$ cat src/rtl/sr_cmd_gen_debounce_edge.sv
// One button channel: 2-flop synchroniser, stability-count debouncer and
// registered rising-edge pulse on the debounced level.
module debounce_edge #(
  parameter int DEBOUNCE_CYCLES = 4
) (
  input  logic clk,
  input  logic rst,
  input  logic btn,
  output logic db,
  output logic rise
);

  localparam int CW = $clog2(DEBOUNCE_CYCLES + 1);

  logic          sync1;
  logic          sync2;
  logic [CW-1:0] dcnt;
  logic          accept;

  // The new level is taken on the edge that completes the stable run.
  assign accept = (sync2 != db) && ((int'(dcnt) + 1) >= DEBOUNCE_CYCLES);

  always_ff @(posedge clk) begin
    if (rst) begin
      sync1 <= 1'b0;
      sync2 <= 1'b0;
      dcnt  <= '0;
      db    <= 1'b0;
      rise  <= 1'b0;
    end else begin
      sync1 <= btn;
      sync2 <= sync1;
      if (sync2 == db) begin
        dcnt <= '0;
      end else if (accept) begin
        db   <= sync2;
        dcnt <= '0;
      end else begin
        dcnt <= dcnt + 1'b1;
      end
      rise <= accept & sync2;
    end
  end

endmodule

$ cat src/rtl/sr_cmd_gen.sv
// Button-to-SR command stage: two debounced channels feed a registered
// arbiter that never drives s and r together, plus saturating press counters.
module sr_cmd_gen #(
  parameter int DEBOUNCE_CYCLES = 4,
  parameter int CNT_W           = 8
) (
  input  logic             clk,
  input  logic             rst,
  input  logic             btn_set,
  input  logic             btn_rst,
  output logic             s,
  output logic             r,
  output logic             conflict,
  output logic [CNT_W-1:0] set_count,
  output logic [CNT_W-1:0] rst_count
);

  logic rise_set_p0;
  logic rise_rst_p0;
  logic issue_set;
  logic issue_rst;

  function automatic logic [CNT_W-1:0] sat_inc(input logic [CNT_W-1:0] v);
    return (&v) ? v : v + 1'b1;
  endfunction

  debounce_edge #(.DEBOUNCE_CYCLES(DEBOUNCE_CYCLES)) u_db_set (
    .clk  (clk),
    .rst  (rst),
    .btn  (btn_set),
    .db   (),
    .rise (rise_set_p0)
  );

  debounce_edge #(.DEBOUNCE_CYCLES(DEBOUNCE_CYCLES)) u_db_rst (
    .clk  (clk),
    .rst  (rst),
    .btn  (btn_rst),
    .db   (),
    .rise (rise_rst_p0)
  );

  assign issue_set = rise_set_p0 & ~rise_rst_p0;
  assign issue_rst = rise_rst_p0 & ~rise_set_p0;

  // Arbiter stage: simultaneous presses are dropped and flagged, not counted.
  always_ff @(posedge clk) begin
    if (rst) begin
      s         <= 1'b0;
      r         <= 1'b0;
      conflict  <= 1'b0;
      set_count <= '0;
      rst_count <= '0;
    end else begin
      s        <= issue_set;
      r        <= issue_rst;
      conflict <= rise_set_p0 & rise_rst_p0;
      if (issue_set) set_count <= sat_inc(set_count);
      if (issue_rst) rst_count <= sat_inc(rst_count);
    end
  end

endmodule
$ cat config.mk
export PLATFORM = sky130hd
export DESIGN_NAME = sr_cmd_gen
export DESIGN_NICKNAME = d
export VERILOG_FILES = /design/src/rtl/sr_cmd_gen_debounce_edge.sv /design/src/rtl/sr_cmd_gen.sv
export SDC_FILE = /design/constraint.sdc
export NUM_CORES = 1
export LEC_CHECK = 0
export ABC_AREA = 1
export CORE_ASPECT_RATIO = 1.5
export CORE_MARGIN = 2
export CORE_UTILIZATION = 31
export DETAILED_ROUTE_END_ITERATION = 16
export PLACE_DENSITY = 0.53
export SLEW_MARGIN = 15
export SYNTH_ARGS = -nofsm -noshare
export SYNTH_HDL_FRONTEND = slang
export SYNTH_SLANG_ARGS = --single-unit
$ cat constraint.sdc
create_clock -name clk -period 1.6 [get_ports clk]
set_input_delay 0.32 -clock clk [delete_from_list [all_inputs] [get_ports clk]]
set_output_delay 0.32 -clock clk [all_outputs]
set_load 0.005 [all_outputs]
==> results.cfg, run 1 <==
[critical_path]
end_kind = output port
cp_data_required_time_ns = 1.28
crit_chain = clkdlybuf4s50_1
startpoint_type = flip-flop
critPathMaxStageDelay_ns = 0.53
arrival_ns = 1.22
crit_slowest_cell = clkdlybuf4s50_1
ff2ff_setup_slack_ns = 0.28
critPathBufInv = 1
worstSetupPathType = reg -> out
crit_family = buffers and inverters
cp_max_fo = 5

[timing]
tns_ns = 0
worst_pin_slew_ns = 0.5081
setup_viol = 0
max_freq_mhz = 651.3
rsz0062_at_grt = false
timing.final.crit_share_pct = 95.96
period_needed_ns = 1.535
holdWs_ns = 0.3998
finalMaxSlewViolations = 0
fin_ws_ns = 0.06459
hold_violations = 0
clock_skew_ns = 0.009576
relSlewSlack_pct = 66.09

[yosys]
syn_inst = 190
ys_types = 22
syn_area_um2 = 1439
syn_area_per_cell_um2 = 7.573
ys_ff_latch = 33
ys_warn_count = 0
yosysSeqAreaShare_pct = 45.91

[detailed_routing]
drc = 0
postRouteAntennaNets = 0
drt-total-wl_um = 2656
vias = 1246
vias_per_cell = 4.649
drt_first_pass_iters = 4
wl_per_cell_um = 9.910
drt-initial-drc-count = 33

[power]
vdd_drop_max_mv = 0.4473
leakagePower_nw = 0.8037
power.total_mw = 1.692
p_per_area_nw_per_um2 = 923.9

[floorplanning]
die_h_um = 87.44
rows = 30
io_pins = 23
die_w_um = 59.63
core_area_um2 = 4504
initial_core_util_pct = 31.94
dieArea_um2 = 5214

[final_layout]
fin_area_um2 = 1832
nets = 227
layout_commonest_cell = nand2_1
area_delta_synth_final_pct = 27.30
drive_above_1_share_pct = 8.636
fin_cells = 268
final_cell_mix = nand2_1, nor2_1, dfxtp_1, inv_1, clkdlybuf4s50_1
fin_util_pct = 40.67
insertedDiodeCount = 0

[run]
drv_cap = 0

[placed_design]
dp_slack_ns = 0.09624
globalplace.congestion = 0.7304
dp_hpwl_um = 1948
place_area_um2 = 1715
dpl.cell_count = 260
io_buffers = 22

[clock_tree]
cts_buffers = 5
cts_tree = built
clkSinkCount = 33
clk_pin_slew_worst_paths_ns = 0.07
ctsHoldBuffers = 0
root_buffer = clkbuf_8
clk_latency_ns = 0.28
cts_buffer_depth = 2
post_cts_resized = 0
h-tree-depth = 2
cts_setup_buffers = 0

[global_routing]
grt_pass1_vias = 1104
grt_max_degree = 16
antenna_found_initial = 0
grt_usage_pct = 11.83
grt_pass1_wl_um = 4657
gr-total-overflow = 0

[min_path]
hold_path_class = reg -> reg

[run_status]
status = finished, final reports clean
-- Yosys cell counts (all sizes together) --
library cell,count,area share (%)
xor2,2,1.2
or2,2,0.87
conb,1,0.26
nor2,37,12
nand4,5,2.2
inv,23,6.0
clkbuf,1,0.26
ha,4,3.5
a21oi,16,5.8
a211oi,1,0.52
nand3,19,7.5
nand2,40,11
dfxtp,33,46
a21boi,1,0.52
buf,1,0.78
nor3,4,1.4
-- power by group --
group | total [mW] | switching (mW) | internal, mW
Combinational | 0.0490 | 0.0278 | 0.0212
Clock | 0.805 | 0.297 | 0.508
Sequential | 0.838 | 0.00610 | 0.832
Total | 1.69 | 0.331 | 1.36
-- per-layer routing --
metal / track usage [%] / routed length (um) / up-vias
met2: 19.18 / 1249 / 21
met4: 6.667 / 70 / 0
met3: 3.566 / 93 / 5
li1: - / - / 663
met5: 0 / 0 / -
met1: 13.48 / 1242 / 557
-- cell families (layout without fill, tap and decap cells) --
group	Yosys count	in the layout	synth area share, %
other	1	2	0.2606
DFF	33	33	45.91
AOI/OAI and AO/OA	18	18	6.870
buffers and inverters	25	54	7.043
xor gates and xnor gates	2	2	1.218
and+or+nand+nor	107	107	35.22
adders and majority gates	4	4	3.478
-- layout make-up --
class	instances	area, um^2
inverters	23	86.33
fillers	487	2673
repair buffers	23	227.7
multi-input cells	133	680.7
well taps	48	60.06
flip-flops and latches	33	660.6
clock inverters	1	30.03
clock buffers	7	86.33
-- worst register-to-register path: cells and delay by family (launching register included) --
| kind | cells | cell delay [ns] |
|---|---|---|
| simple gates | 6 | 0.47 |
| flops | 1 | 0.40 |
| fa+ha+maj | 1 | 0.19 |
| buf+inv | 1 | 0.16 |
-- state kept, by name, indices dropped and copies added, names as in the netlist, 3 cells and up --
signal and count:
rst_count 8, set_count 8, u_db_rst.dcnt 3, u_db_set.dcnt 3
-- path summary, 6_finish.rpt --
check                       from              to  cells after the start
setup reg to reg    rst_count[0]    rst_count[4]                      8
setup / recovery    rst_count[5]    rst_count[5]                      1
hold / removal    u_db_set.sync1  u_db_set.sync2                      2
hold reg to reg   u_db_set.sync1  u_db_set.sync2                      2
No activity file was read; power rests on OpenSTA's default activity.
==> inputs of run 2 (changes only) <==
==> constraint.sdc (replaced) <==
create_clock -name clk -period 1.77 [get_ports clk]
set_input_delay 0.354 -clock clk [delete_from_list [all_inputs] [get_ports clk]]
set_output_delay 0.354 -clock clk [all_outputs]
set_load 0.005 [all_outputs]
==> run 2 against run 1 <==
Compared with the run above: register-to-register slack gained 0.15 ns; cell area hardly changed; utilization barely moved.
==> results.cfg, run 2 (synthesis results as in run 1) <==
[run_status]
status = finished, final reports clean

[critical_path]
reg2reg_depth = 8
crit_slowest_cell = clkdlybuf4s50_1
arrival_ns = 1.23
startpoint_type = flip-flop
crit_family = buffers and inverters
path_depth = 1
crit_chain = clkdlybuf4s50_1
cp_max_fo = 5
end_kind = output port
worstSetupPathType = reg -> out
critPathBufInv = 1
critPathMaxStageDelay_ns = 0.54
cp_data_required_time_ns = 1.42

[final_layout]
area_delta_synth_final_pct = 27.22
final_cell_mix = nand2_1, nor2_1, dfxtp_1, inv_1, clkdlybuf4s50_1
layout_commonest_cell = nand2_1
fin_area_um2 = 1831
fin_util_pct = 40.64
top_regs = rst_count (8), set_count (8)
insertedDiodeCount = 0
fillers = 488
drive_above_1_share_pct = 9.091
multiInputGateArea_um2 = 680.7
seqCellArea_um2 = 660.6
nets = 227

[floorplanning]
core_area_um2 = 4504
io_pins = 23
dieArea_um2 = 5214
die_h_um = 87.44
initial_core_util_pct = 31.94
die_w_um = 59.63
rows = 30

[global_routing]
use_met1_pct = 13.27
grt_pass1_wl_um = 4574
grt_max_degree = 16
grt_pass1_vias = 1077
use_met3_pct = 4.160
antenna_found_initial = 0
grt_usage_pct = 11.90
gr-total-overflow = 0
grtUsageMet2_pct = 18.98
grt-busiest-layer = met2

[detailed_routing]
drc = 0
vias = 1219
drt-initial-drc-count = 37
drt_first_pass_iters = 4
wl_per_cell_um = 9.851
drt-total-wl_um = 2640
postRouteAntennaNets = 0
vias_per_cell = 4.549

[clock_tree]
cts_buffers = 5
ctsHoldBuffers = 0
clkSinkCount = 33
clk_latency_ns = 0.29
h-tree-depth = 2
clk_pin_slew_worst_paths_ns = 0.08
root_buffer = clkbuf_8
cts_tree = built
cts_buffer_depth = 2
post_cts_resized = 0
cts_setup_buffers = 0

[placed_design]
place_area_um2 = 1715
globalplace.congestion = 0.7284
dp_slack_ns = 0.2123
io_buffers = 22
dp_hpwl_um = 1963

[power]
leakagePower_nw = 0.7996
p_per_area_nw_per_um2 = 829.9
power.total_mw = 1.519
vdd_drop_max_mv = 0.4111

[timing]
period_needed_ns = 1.582
finalMaxSlewViolations = 0
max_freq_mhz = 632.2
clock_skew_ns = 0.008086
rsz0062_at_grt = false
timing.final.crit_share_pct = 89.36
setup_viol = 0
tns_ns = 0
fin_ws_ns = 0.1883
hold_violations = 0

[run]
drv_cap = 0

[min_path]
hold_path_class = reg -> reg
worstHoldPathCells = 2
==> run 2: cell types whose count changed in the layout (fill, tap and decap cells not counted), sizes merged <==
| cell | delta |
|---|---|
| clkinv | +1 |
| clkinvlp | +1 |
| clkbuf | -2 |
==> run 2: layout make-up <==
cell class              instances  area share (%)
multi-input cells             133           37.18
inverters                      23           4.716
well taps                      48           3.281
clock buffers                   5           3.759
flip-flops and latches         33           36.09
clock inverters                 3           2.529
repair buffers                 23           12.44
==> run 2: power breakdown <==
part	switching [mW]	internal [mW]	leakage (nW)
registers	0.00547	0.752	0.268
logic	0.0246	0.0192	0.478
clock network	0.297	0.421	0.0543
==> run 2: worst paths after layout <==
kind / startpoint / endpoint / slack, ns
max: rst_count[3] / rst_count[3] / 0.19
min reg2reg: u_db_set.sync1 / u_db_set.sync2 / 0.40
min: u_db_set.sync1 / u_db_set.sync2 / 0.40
max reg2reg: rst_count[0] / rst_count[4] / 0.43
==> run 2: through the flow <==
stage,hold slack [ns],std cells
2_1_floorplan,0.3883,191
5_1_grt,0.4267,268
4_1_cts,0.4036,268
6_report,0.4026,268
3_5_place_dp,0.3941,260
3_3_place_gp,0.3917,260
==> run 2: routing by layer <==
layer,vias up,share of wire (%)
li1,657,-
met1,537,45
met2,19,48
met3,6,4.1
met4,0,3.0
met5,-,0
==> inputs of run 3 (changes only) <==
--- a/config.mk
+++ b/config.mk
@@ -10,6 +10,7 @@
 export CORE_MARGIN = 2
 export CORE_UTILIZATION = 31
 export DETAILED_ROUTE_END_ITERATION = 16
+export GPL_TIMING_DRIVEN = 1
 export PLACE_DENSITY = 0.53
 export SLEW_MARGIN = 15
 export SYNTH_ARGS = -nofsm -noshare
==> results of run 3 <==
The final DEF is identical to that of run 2; final timing and power are the same.
